<file path="src/rtl/chaos_bit_packer.sv">
// Chaotic-bit packer.
// Takes the 1-bit output of the chaotic-value comparator when bit_valid is high.
// When DEBIAS=1, a von Neumann pair corrector first removes bias from the bits.
// Accepted bits are packed MSB-first into WORD_W-bit words.
// Finished words go to the LFSR seed logic over a valid/ready handshake.
// One word can wait in the shift register while another sits in the output register.
//
// Ports:
//   clk          in   1       rising-edge clock
//   rst          in   1       synchronous active-high reset
//   bit_valid    in   1       chaos_bit is sampled this cycle
//   chaos_bit    in   1       comparator output
//   word_out     out  WORD_W  packed word, first accepted bit in the MSB
//   word_valid   out  1       word_out holds an undelivered word
//   word_ready   in   1       consumer takes word_out when word_valid=1
//   overflow     out  1       sticky: an accepted bit was dropped (both stores full)
//   discard_cnt  out  CNT_W   saturating count of discarded equal pairs
module chaos_bit_packer #(
    parameter int unsigned WORD_W = 16,
    parameter int unsigned DEBIAS = 1,
    parameter int unsigned CNT_W  = 16
) (
    input  logic              clk,
    input  logic              rst,
    input  logic              bit_valid,
    input  logic              chaos_bit,
    output logic [WORD_W-1:0] word_out,
    output logic              word_valid,
    input  logic              word_ready,
    output logic              overflow,
    output logic [CNT_W-1:0]  discard_cnt
);

    localparam int unsigned CW = $clog2(WORD_W + 1);
    localparam logic [CW-1:0] C_FULL = CW'(WORD_W);

    typedef enum logic {P_IDLE = 1'b0, P_FIRST = 1'b1} pair_state_t;

    pair_state_t       r_state;
    pair_state_t       w_state_nxt;
    logic              r_b0;
    logic              w_acc;
    logic              w_acc_bit;
    logic              w_disc;

    logic [WORD_W-1:0] r_sreg;
    logic [CW-1:0]     r_cnt;
    logic [WORD_W-1:0] r_word;
    logic              r_word_valid;
    logic              r_overflow;
    logic [CNT_W-1:0]  r_disc;

    logic [WORD_W-1:0] w_sreg_shift;
    logic [CW-1:0]     w_cnt_inc;
    logic              w_full;
    logic              w_xfer;
    logic              w_out_free;

    // Pair FSM state register
    always_ff @(posedge clk) begin
        if (rst) r_state <= P_IDLE;
        else     r_state <= w_state_nxt;
    end

    // Pair FSM next state: moves only on strobes, so gaps inside a pair are allowed
    always_comb begin
        w_state_nxt = r_state;
        if (bit_valid) begin
            case (r_state)
                P_IDLE:  w_state_nxt = P_FIRST;
                P_FIRST: w_state_nxt = P_IDLE;
                default: w_state_nxt = P_IDLE;
            endcase
        end
    end

    // Pair FSM outputs: decide whether to accept or discard; bypassed when DEBIAS=0
    always_comb begin
        w_acc     = 1'b0;
        w_acc_bit = 1'b0;
        w_disc    = 1'b0;
        if (DEBIAS == 0) begin
            w_acc     = bit_valid;
            w_acc_bit = chaos_bit;
        end else if (r_state == P_FIRST && bit_valid) begin
            if (r_b0 != chaos_bit) begin
                w_acc     = 1'b1;
                w_acc_bit = r_b0;
            end else begin
                w_disc = 1'b1;
            end
        end
    end

    // First bit of the pair, held until its partner arrives
    always_ff @(posedge clk) begin
        if (rst)                               r_b0 <= 1'b0;
        else if (r_state == P_IDLE && bit_valid) r_b0 <= chaos_bit;
    end

    assign w_sreg_shift = {r_sreg[WORD_W-2:0], w_acc_bit};
    assign w_cnt_inc    = r_cnt + CW'(1);
    assign w_full       = (r_cnt == C_FULL);
    assign w_xfer       = r_word_valid & word_ready;
    assign w_out_free   = ~r_word_valid | word_ready;

    // Packing, word hand-off and overflow/discard bookkeeping
    always_ff @(posedge clk) begin
        if (rst) begin
            r_sreg       <= '0;
            r_cnt        <= '0;
            r_word       <= '0;
            r_word_valid <= 1'b0;
            r_overflow   <= 1'b0;
            r_disc       <= '0;
        end else begin
            // A transfer empties the output register unless a load below refills it
            if (w_xfer) r_word_valid <= 1'b0;

            if (w_full) begin
                if (w_xfer) begin
                    r_word       <= r_sreg;
                    r_word_valid <= 1'b1;
                    // A bit accepted in the same cycle starts the next word
                    if (w_acc) begin
                        r_sreg <= w_sreg_shift;
                        r_cnt  <= CW'(1);
                    end else begin
                        r_cnt  <= '0;
                    end
                end else if (w_acc) begin
                    r_overflow <= 1'b1;
                end
            end else if (w_acc) begin
                r_sreg <= w_sreg_shift;
                if (w_cnt_inc == C_FULL && w_out_free) begin
                    r_word       <= w_sreg_shift;
                    r_word_valid <= 1'b1;
                    r_cnt        <= '0;
                end else begin
                    // If the word completed here, count parks at WORD_W (full)
                    r_cnt <= w_cnt_inc;
                end
            end

            if (w_disc && r_disc != '1) r_disc <= r_disc + CNT_W'(1);
        end
    end

    assign word_out    = r_word;
    assign word_valid  = r_word_valid;
    assign overflow    = r_overflow;
    assign discard_cnt = r_disc;

endmodule

</file>
<file path="config.mk">
export PLATFORM = sky130hd
export DESIGN_NAME = chaos_bit_packer
export DESIGN_NICKNAME = d
export VERILOG_FILES = /design/src/rtl/chaos_bit_packer.sv
export SDC_FILE = /design/constraint.sdc
export NUM_CORES = 1
export LEC_CHECK = 0
export BUFFER_PORTS_ARGS = -buffer_cell sky130_fd_sc_hd__buf_4
export CAP_MARGIN = 25
export CORE_UTILIZATION = 60
export CTS_CLUSTER_SIZE = 25
export DETAILED_ROUTE_END_ITERATION = 6
export PLACE_DENSITY = 0.87
export SLEW_MARGIN = 15
export SYNTH_ARGS = -nofsm -noshare
export SYNTH_HDL_FRONTEND = slang
export SYNTH_SLANG_ARGS = --single-unit
</file>
<file path="constraint.sdc">
create_clock -name clk -period 3.3 [get_ports clk]
set_input_delay 0.33 -clock clk [delete_from_list [all_inputs] [get_ports clk]]
set_output_delay 0.33 -clock clk [all_outputs]
set_load 0.1 [all_outputs]
</file>
Word-level counts from Yosys, hierarchy flattened
Cells that the tools add are included.
{ "op_classes": {"addsub": 2, "n_mul": 0, "div": 0, "order_cmp": 0, "eq_ne": 5, "shifts": 0, "mux": 24, "bitwise": 5, "n_reduce_logical": 9} }
{ "ops": {"columns": ["op", "count"], "rows": [
  ["$mux W16", 7],
  ["$mux W5", 4],
  ["$add A16 B1 Y16 const B", 1],
  ["$ne A16 B16 Y1 const B", 1],
  ["$mux W1", 12],
  ["$eq A5 B5 Y1 const B", 2],
  ["$reduce_and A3 Y1", 2],
  ["$add A5 B1 Y5 const B", 1],
  ["$logic_and A1 B1 Y1", 4],
  ["$reduce_bool A2 Y1", 2],
  ["$not A1 Y1", 3],
  ["$ne A2 B1 Y1 const B", 1],
  ["$pmux W1 S2", 1],
  ["$reduce_and A2 Y1", 1],
  ["$and A1 B1 Y1", 1],
  ["$ne A1 B1 Y1", 1],
  ["$or A1 B1 Y1", 1]
]} }
{ "word_totals": {"reg_bits": 57, "latchBits": 0, "ramBits": 0, "rom_bits": 0, "inputBits": 5, "out_inout_bits": 34, "wordCells": 53, "n_memories": 0} }

Longest topological paths before layout
{ "logic_depth": {"depth_word": 6, "depth_mapped": 9, "mapped_depth_nobuf": 7} }

Least setup slack after synthesis
No wires, ideal clock.
{ "synth_timing": {"path_type": "register to register", "startpoint": "register r_disc[8], in the netlist discard_cnt[8]", "endpoint": "register r_disc[11], in the netlist discard_cnt[11]", "setup_time_ns": 0.128, "arrival_ns": 2.390, "t_required_ns": 3.172, "path_slack_ns": 0.782, "stages_incl_launch_ff": 7, "path_buffers": 1, "synth_period_minus_slack_ns": 2.518, "cell_sequence": "dfxtp_1 nand4_1 o41ai_2 buf_2 nor3_1 xnor2_1 nor2_1"} }
{ "synth_via": {"elab_chain_len": 2, "word_cells_on_any_way": 3, "cone_classes": "add/sub (1); eq/ne (1); reduce/logical (1)"} }
{ "synth_lines": {"columns": ["item", "line_no", "rtl"], "rows": [
  ["from (decl)", "51", "logic [CNT_W-1:0] r_disc;"],
  ["from (signal assigned)", "146", "if (w_disc && r_disc != '1) r_disc <= r_disc + CNT_W'(1);"],
  ["branches (longest 2 deep; another with $add A16 B1 Y16)", null, null]
]} }
Several ways; the timed one is not identified.
A chain may end at the register's enable or synchronous reset.

Worst setup path after layout
{ "layout_timing": {"startpoint": "register r_b0", "endpoint": "register r_word[5], in the netlist word_out[5]"} }
{ "layout_via": {"elab_chain_len": 5} }
{ "layout_lines": {"columns": ["item", "line_no", "rtl"], "rows": [
  ["from (decl)", "41", "logic r_b0;"],
  ["from (signal assigned)", "98", "else if (r_state == P_IDLE && bit_valid) r_b0 <= chaos_bit;"],
  ["$ne A1 B1 Y1", "86", "if (r_b0 != chaos_bit) begin"],
  ["$mux W1", "86", null],
  ["$mux W1", "85", "end else if (r_state == P_FIRST && bit_valid) begin"],
  ["$reduce_bool A2 Y1 (no source line)", null, null],
  ["$reduce_and A3 Y1 (no source line)", null, null],
  ["to (signal assigned)", "122", "r_word <= r_sreg;"],
  ["to (signal assigned)", "137", "r_word <= w_sreg_shift;"],
  ["to (decl)", "48", "logic [WORD_W-1:0] r_word;"]
]} }
Every way passes these cells.

==> run_summary.xml <==
<?xml version="1.0" encoding="UTF-8"?>
<metrics>
  <group name="global_route">
    <metric name="grt.met2_usage" unit="%">43.1</metric>
    <metric name="grt_busiest_layer" unit="">met2</metric>
    <metric name="global_route.usage.met1" unit="%">31.3</metric>
    <metric name="globalRoute.totalOverflow" unit="">0</metric>
    <metric name="pin_count_of_the_biggest_net_entering_global_routing" unit="">58</metric>
    <metric name="globalRouteTotalUtil" unit="%">26.5</metric>
    <metric name="grtUsageMet3" unit="%">10.1</metric>
    <metric name="grt_pass1_wl" unit="mm">8.85</metric>
    <metric name="grt_pass1_vias" unit="">1964</metric>
    <metric name="antenna_violations_before_repair" unit="">0</metric>
  </group>
  <group name="setup_path">
    <metric name="r2r_cells" unit="">6</metric>
    <metric name="timing.rr.end" unit="">word_out[5]</metric>
    <metric name="worstPathCellList" unit="">ha_1 -&gt; nor2_2 -&gt; a32o_1 -&gt; buf_4 -&gt; and2_1 -&gt; a211oi_1</metric>
    <metric name="worst-path-max-fanout" unit="">17</metric>
    <metric name="path_class" unit="">reg -&gt; reg</metric>
    <metric name="end_kind" unit="">flop</metric>
    <metric name="slowest_stage" unit="">sky130_fd_sc_hd__and2_1</metric>
    <metric name="register_to_register_setup_slack" unit="ns">0.90</metric>
    <metric name="critical-path-max-stage-delay" unit="ns">0.66</metric>
    <metric name="timing.rr.start" unit="">r_b0</metric>
    <metric name="worst-endpoint-required" unit="ns">3.47</metric>
    <metric name="critPathArrivalTime" unit="ns">2.57</metric>
    <metric name="critical_path_source_type" unit="">flop</metric>
  </group>
  <group name="yosys">
    <metric name="post-synth-top-count-cell" unit="">sky130_fd_sc_hd__dfxtp_1</metric>
    <metric name="mappedNetlistArea" unit="µm²">2590</metric>
    <metric name="synth_edf_count" unit="">0</metric>
    <metric name="ys_top_cells_by_count" unit="">57 x sky130_fd_sc_hd__dfxtp_1, 47 x sky130_fd_sc_hd__nand2_1, 41 x sky130_fd_sc_hd__a21oi_1</metric>
    <metric name="postSynth.topFlopCell" unit="">sky130_fd_sc_hd__dfxtp_1</metric>
    <metric name="avg_synthesized_cell_area" unit="µm²">8.75</metric>
    <metric name="synth-async-reset-ratio" unit="%">0</metric>
    <metric name="synthesis.nets" unit="">305</metric>
    <metric name="synth.yosys.warnings" unit="">0</metric>
    <metric name="ys_seq_elements" unit="">57</metric>
    <metric name="yosys.area.top_type" unit="">sky130_fd_sc_hd__dfxtp_1</metric>
    <metric name="yosys.cell_types.count" unit="">41</metric>
    <metric name="post-synth-top-area-fraction" unit="%">44.0</metric>
    <metric name="netlist_instances" unit="">296</metric>
    <metric name="synth.yosys.seq_area_share" unit="%">44.0</metric>
    <metric name="synthTopCellsByArea" unit="">sky130_fd_sc_hd__dfxtp_1 44%, sky130_fd_sc_hd__a21oi_1 7.9%, sky130_fd_sc_hd__nand2_1 6.8%</metric>
  </group>
  <group name="drt">
    <metric name="drt_first_pass_iters" unit="">4</metric>
    <metric name="routed_via_density" unit="">5.73</metric>
    <metric name="dr_total_vias" unit="">2224</metric>
    <metric name="drcViolationCount" unit="">0</metric>
    <metric name="wl_per_cell" unit="µm">14.7</metric>
    <metric name="routed_wirelength" unit="mm">5.71</metric>
    <metric name="initialDrtViolationCount" unit="">153</metric>
    <metric name="number_of_routed_nets_with_antenna_violations" unit="">0</metric>
  </group>
  <group name="sta">
    <metric name="setup_ws" unit="ns">0.903</metric>
    <metric name="timing.final.max_slew_violations" unit="">0</metric>
    <metric name="totalNegativeSetupSlack" unit="ns">0</metric>
    <metric name="shortest_clock_period_the_worst_path_allows_after_layout" unit="ns">2.40</metric>
    <metric name="total_count_of_hold_check_failures_in_the_final_report" unit="">0</metric>
    <metric name="final-setup-viol-count" unit="">0</metric>
    <metric name="finalClockSkew" unit="ns">0.0109</metric>
    <metric name="rsz0062_at_grt" unit="">no</metric>
    <metric name="achievable-frequency" unit="MHz">417</metric>
    <metric name="tightestPinTransition" unit="ns">0.769</metric>
    <metric name="slew-limit-headroom" unit="%">48.7</metric>
    <metric name="timing.final.crit_share" unit="%">72.7</metric>
    <metric name="fin_hold_ws" unit="ns">0.249</metric>
  </group>
  <group name="hold_path">
    <metric name="timing.hold.worst.class" unit="">in -&gt; reg</metric>
    <metric name="min_delay_worst_endpoint" unit="">r_state</metric>
    <metric name="hold_start" unit="">bit_valid</metric>
    <metric name="whs_path_depth" unit="">3</metric>
  </group>
  <group name="clocking">
    <metric name="cts_sinks" unit="">57</metric>
    <metric name="cts-root-to-sink-buffers" unit="">2</metric>
    <metric name="cts_max_level" unit="">3</metric>
    <metric name="post_cts_resized" unit="">0</metric>
    <metric name="cts_setup_buffers" unit="">0</metric>
    <metric name="cts-root-buf" unit="">sky130_fd_sc_hd__clkbuf_8</metric>
    <metric name="cts-buffers-inserted" unit="">9</metric>
    <metric name="clock_slew_at_reported_path_ffs" unit="ns">0.07</metric>
    <metric name="cts_tree" unit="">done</metric>
    <metric name="postCtsHoldBufs" unit="">0</metric>
    <metric name="worstSkewPairLatency" unit="ns">0.34</metric>
  </group>
  <group name="place">
    <metric name="detailed_place.area" unit="µm²">2910</metric>
    <metric name="port_buffers" unit="">38</metric>
    <metric name="gp_congestion" unit="">0.867</metric>
    <metric name="final_hpwl_from_detailed_placement" unit="mm">3.69</metric>
    <metric name="placement.setup.worst_slack" unit="ns">0.795</metric>
    <metric name="placedCellCount" unit="">372</metric>
  </group>
  <group name="die">
    <metric name="starting_density" unit="%">63.4</metric>
    <metric name="core_region_area" unit="µm²">4090</metric>
    <metric name="core.rowCount" unit="">23</metric>
    <metric name="die_extent_in_y" unit="µm">67.7</metric>
    <metric name="floorplan.die.width" unit="µm">67.7</metric>
    <metric name="boundaryPins" unit="">39</metric>
    <metric name="die_area" unit="µm²">4590</metric>
  </group>
  <group name="finish">
    <metric name="final_net_count" unit="">342</metric>
    <metric name="antenna_fix_cells" unit="">0</metric>
    <metric name="drive_gt1_share" unit="%">21.9</metric>
    <metric name="final_cell_area" unit="µm²">3110</metric>
    <metric name="area_growth_syn_to_layout" unit="%">20.1</metric>
    <metric name="finalCoreUtilization" unit="%">76.2</metric>
    <metric name="layout_filler_cell_count" unit="">308</metric>
    <metric name="stdcell_count" unit="">388</metric>
  </group>
  <group name="pwr">
    <metric name="report.power.total" unit="mW">1.41</metric>
    <metric name="p_per_area" unit="nW/µm²">453</metric>
    <metric name="static-leakage-power" unit="nW">1.07</metric>
    <metric name="vdd_drop_max" unit="µV">306</metric>
  </group>
  <group name="run_status">
    <metric name="result_of_the_run" unit="">complete, no violations</metric>
  </group>
  <group name="run">
    <metric name="cap_viol_max_count" unit="">0</metric>
  </group>
</metrics>
-- state kept, by name (all words and copies together) (netlist names) --
signal	count
discard_cnt	16
r_sreg	16
word_out	16
r_cnt	5
overflow	1
r_b0	1
r_state	1
word_valid	1
-- power by group --
part           switching, mW  internal [mW]  leakage, nW  total [mW]
logic                 0.0381         0.0148        0.503      0.0528
registers            0.00458          0.692        0.459       0.696
clock network          0.274          0.386        0.109       0.660
-- per-layer routing --
metal,part of all wire (%),wire length [µm]
met1,46,2640
met2,48,2750
met3,4.7,267
met4,0.93,53
met5,0,0
-- layout by cell type, fill, tap and decap left out, types with 2 or more instances in the layout --
| cell type | n |
|---|---|
| sky130_fd_sc_hd__a211oi_2 | 10 |
| sky130_fd_sc_hd__ha_1 | 4 |
| sky130_fd_sc_hd__buf_4 | 41 |
| sky130_fd_sc_hd__clkbuf_8 | 11 |
| sky130_fd_sc_hd__o21ai_1 | 5 |
| sky130_fd_sc_hd__a31oi_1 | 2 |
| sky130_fd_sc_hd__and2_1 | 3 |
| sky130_fd_sc_hd__nor3_1 | 3 |
| sky130_fd_sc_hd__nor3_2 | 2 |
| sky130_fd_sc_hd__xnor2_1 | 9 |
| sky130_fd_sc_hd__a21oi_1 | 41 |
| sky130_fd_sc_hd__mux2i_1 | 17 |
| sky130_fd_sc_hd__nor2b_1 | 3 |
| sky130_fd_sc_hd__nor4_1 | 3 |
| sky130_fd_sc_hd__inv_1 | 6 |
| sky130_fd_sc_hd__nand2_1 | 47 |
| sky130_fd_sc_hd__clkinv_2 | 3 |
| sky130_fd_sc_hd__nand4_1 | 5 |
| sky130_fd_sc_hd__xor2_1 | 4 |
| sky130_fd_sc_hd__or3_1 | 4 |
| sky130_fd_sc_hd__dfxtp_1 | 57 |
| sky130_fd_sc_hd__nand3_1 | 9 |
| sky130_fd_sc_hd__nor2_1 | 22 |
| sky130_fd_sc_hd__a211oi_1 | 6 |
| sky130_fd_sc_hd__and3_1 | 3 |
-- layout make-up --
type | instances | area, µm² | share of cell area (%)
Sequential cell | 57 | 1140 | 36.7
Tap cell | 50 | 62.6 | 2.01
Inverter | 6 | 22.5 | 0.723
Multi-Input combinational cell | 217 | 1370 | 44.0
Clock inverter | 5 | 53.8 | 1.73
Timing Repair Buffer | 42 | 313 | 10.0
Clock buffer | 11 | 151 | 4.86
-- worst max-delay path, delay by kind of cell, from the launching register on --
family	cells	cell delay, ns
AND/OR/NAND/NOR	2	0.96
adder cells (fa/ha/maj)	1	0.35
flip-flops	1	0.32
AO/OA/AOI/OAI	2	0.40
buffers and inverters	1	0.21
-- worst max path at each step --
| stage | startpoint | to | slack, ns |
|---|---|---|---|
| finish | r_b0 | word_out[5] | 0.90 |
| global placement | chaos_bit | word_out[7] | 0.87 |
| floorplan | discard_cnt[8] | discard_cnt[11] | 0.78 |
| global route | r_b0 | word_out[5] | 0.76 |
| detailed placement | chaos_bit | word_out[9] | 0.79 |
| CTS | r_b0 | word_out[5] | 0.94 |
-- cells by family after synthesis --
logic type / after synthesis / synth area share (%)
compound gates: 71 / 18.4
xor+xnor: 13 / 4.39
fa+ha+maj: 4 / 1.93
buf+inv: 22 / 3.72
flops: 57 / 44.0
mux: 18 / 7.15
simple gates: 111 / 20.3
Power figures use the tool's default switching activity.
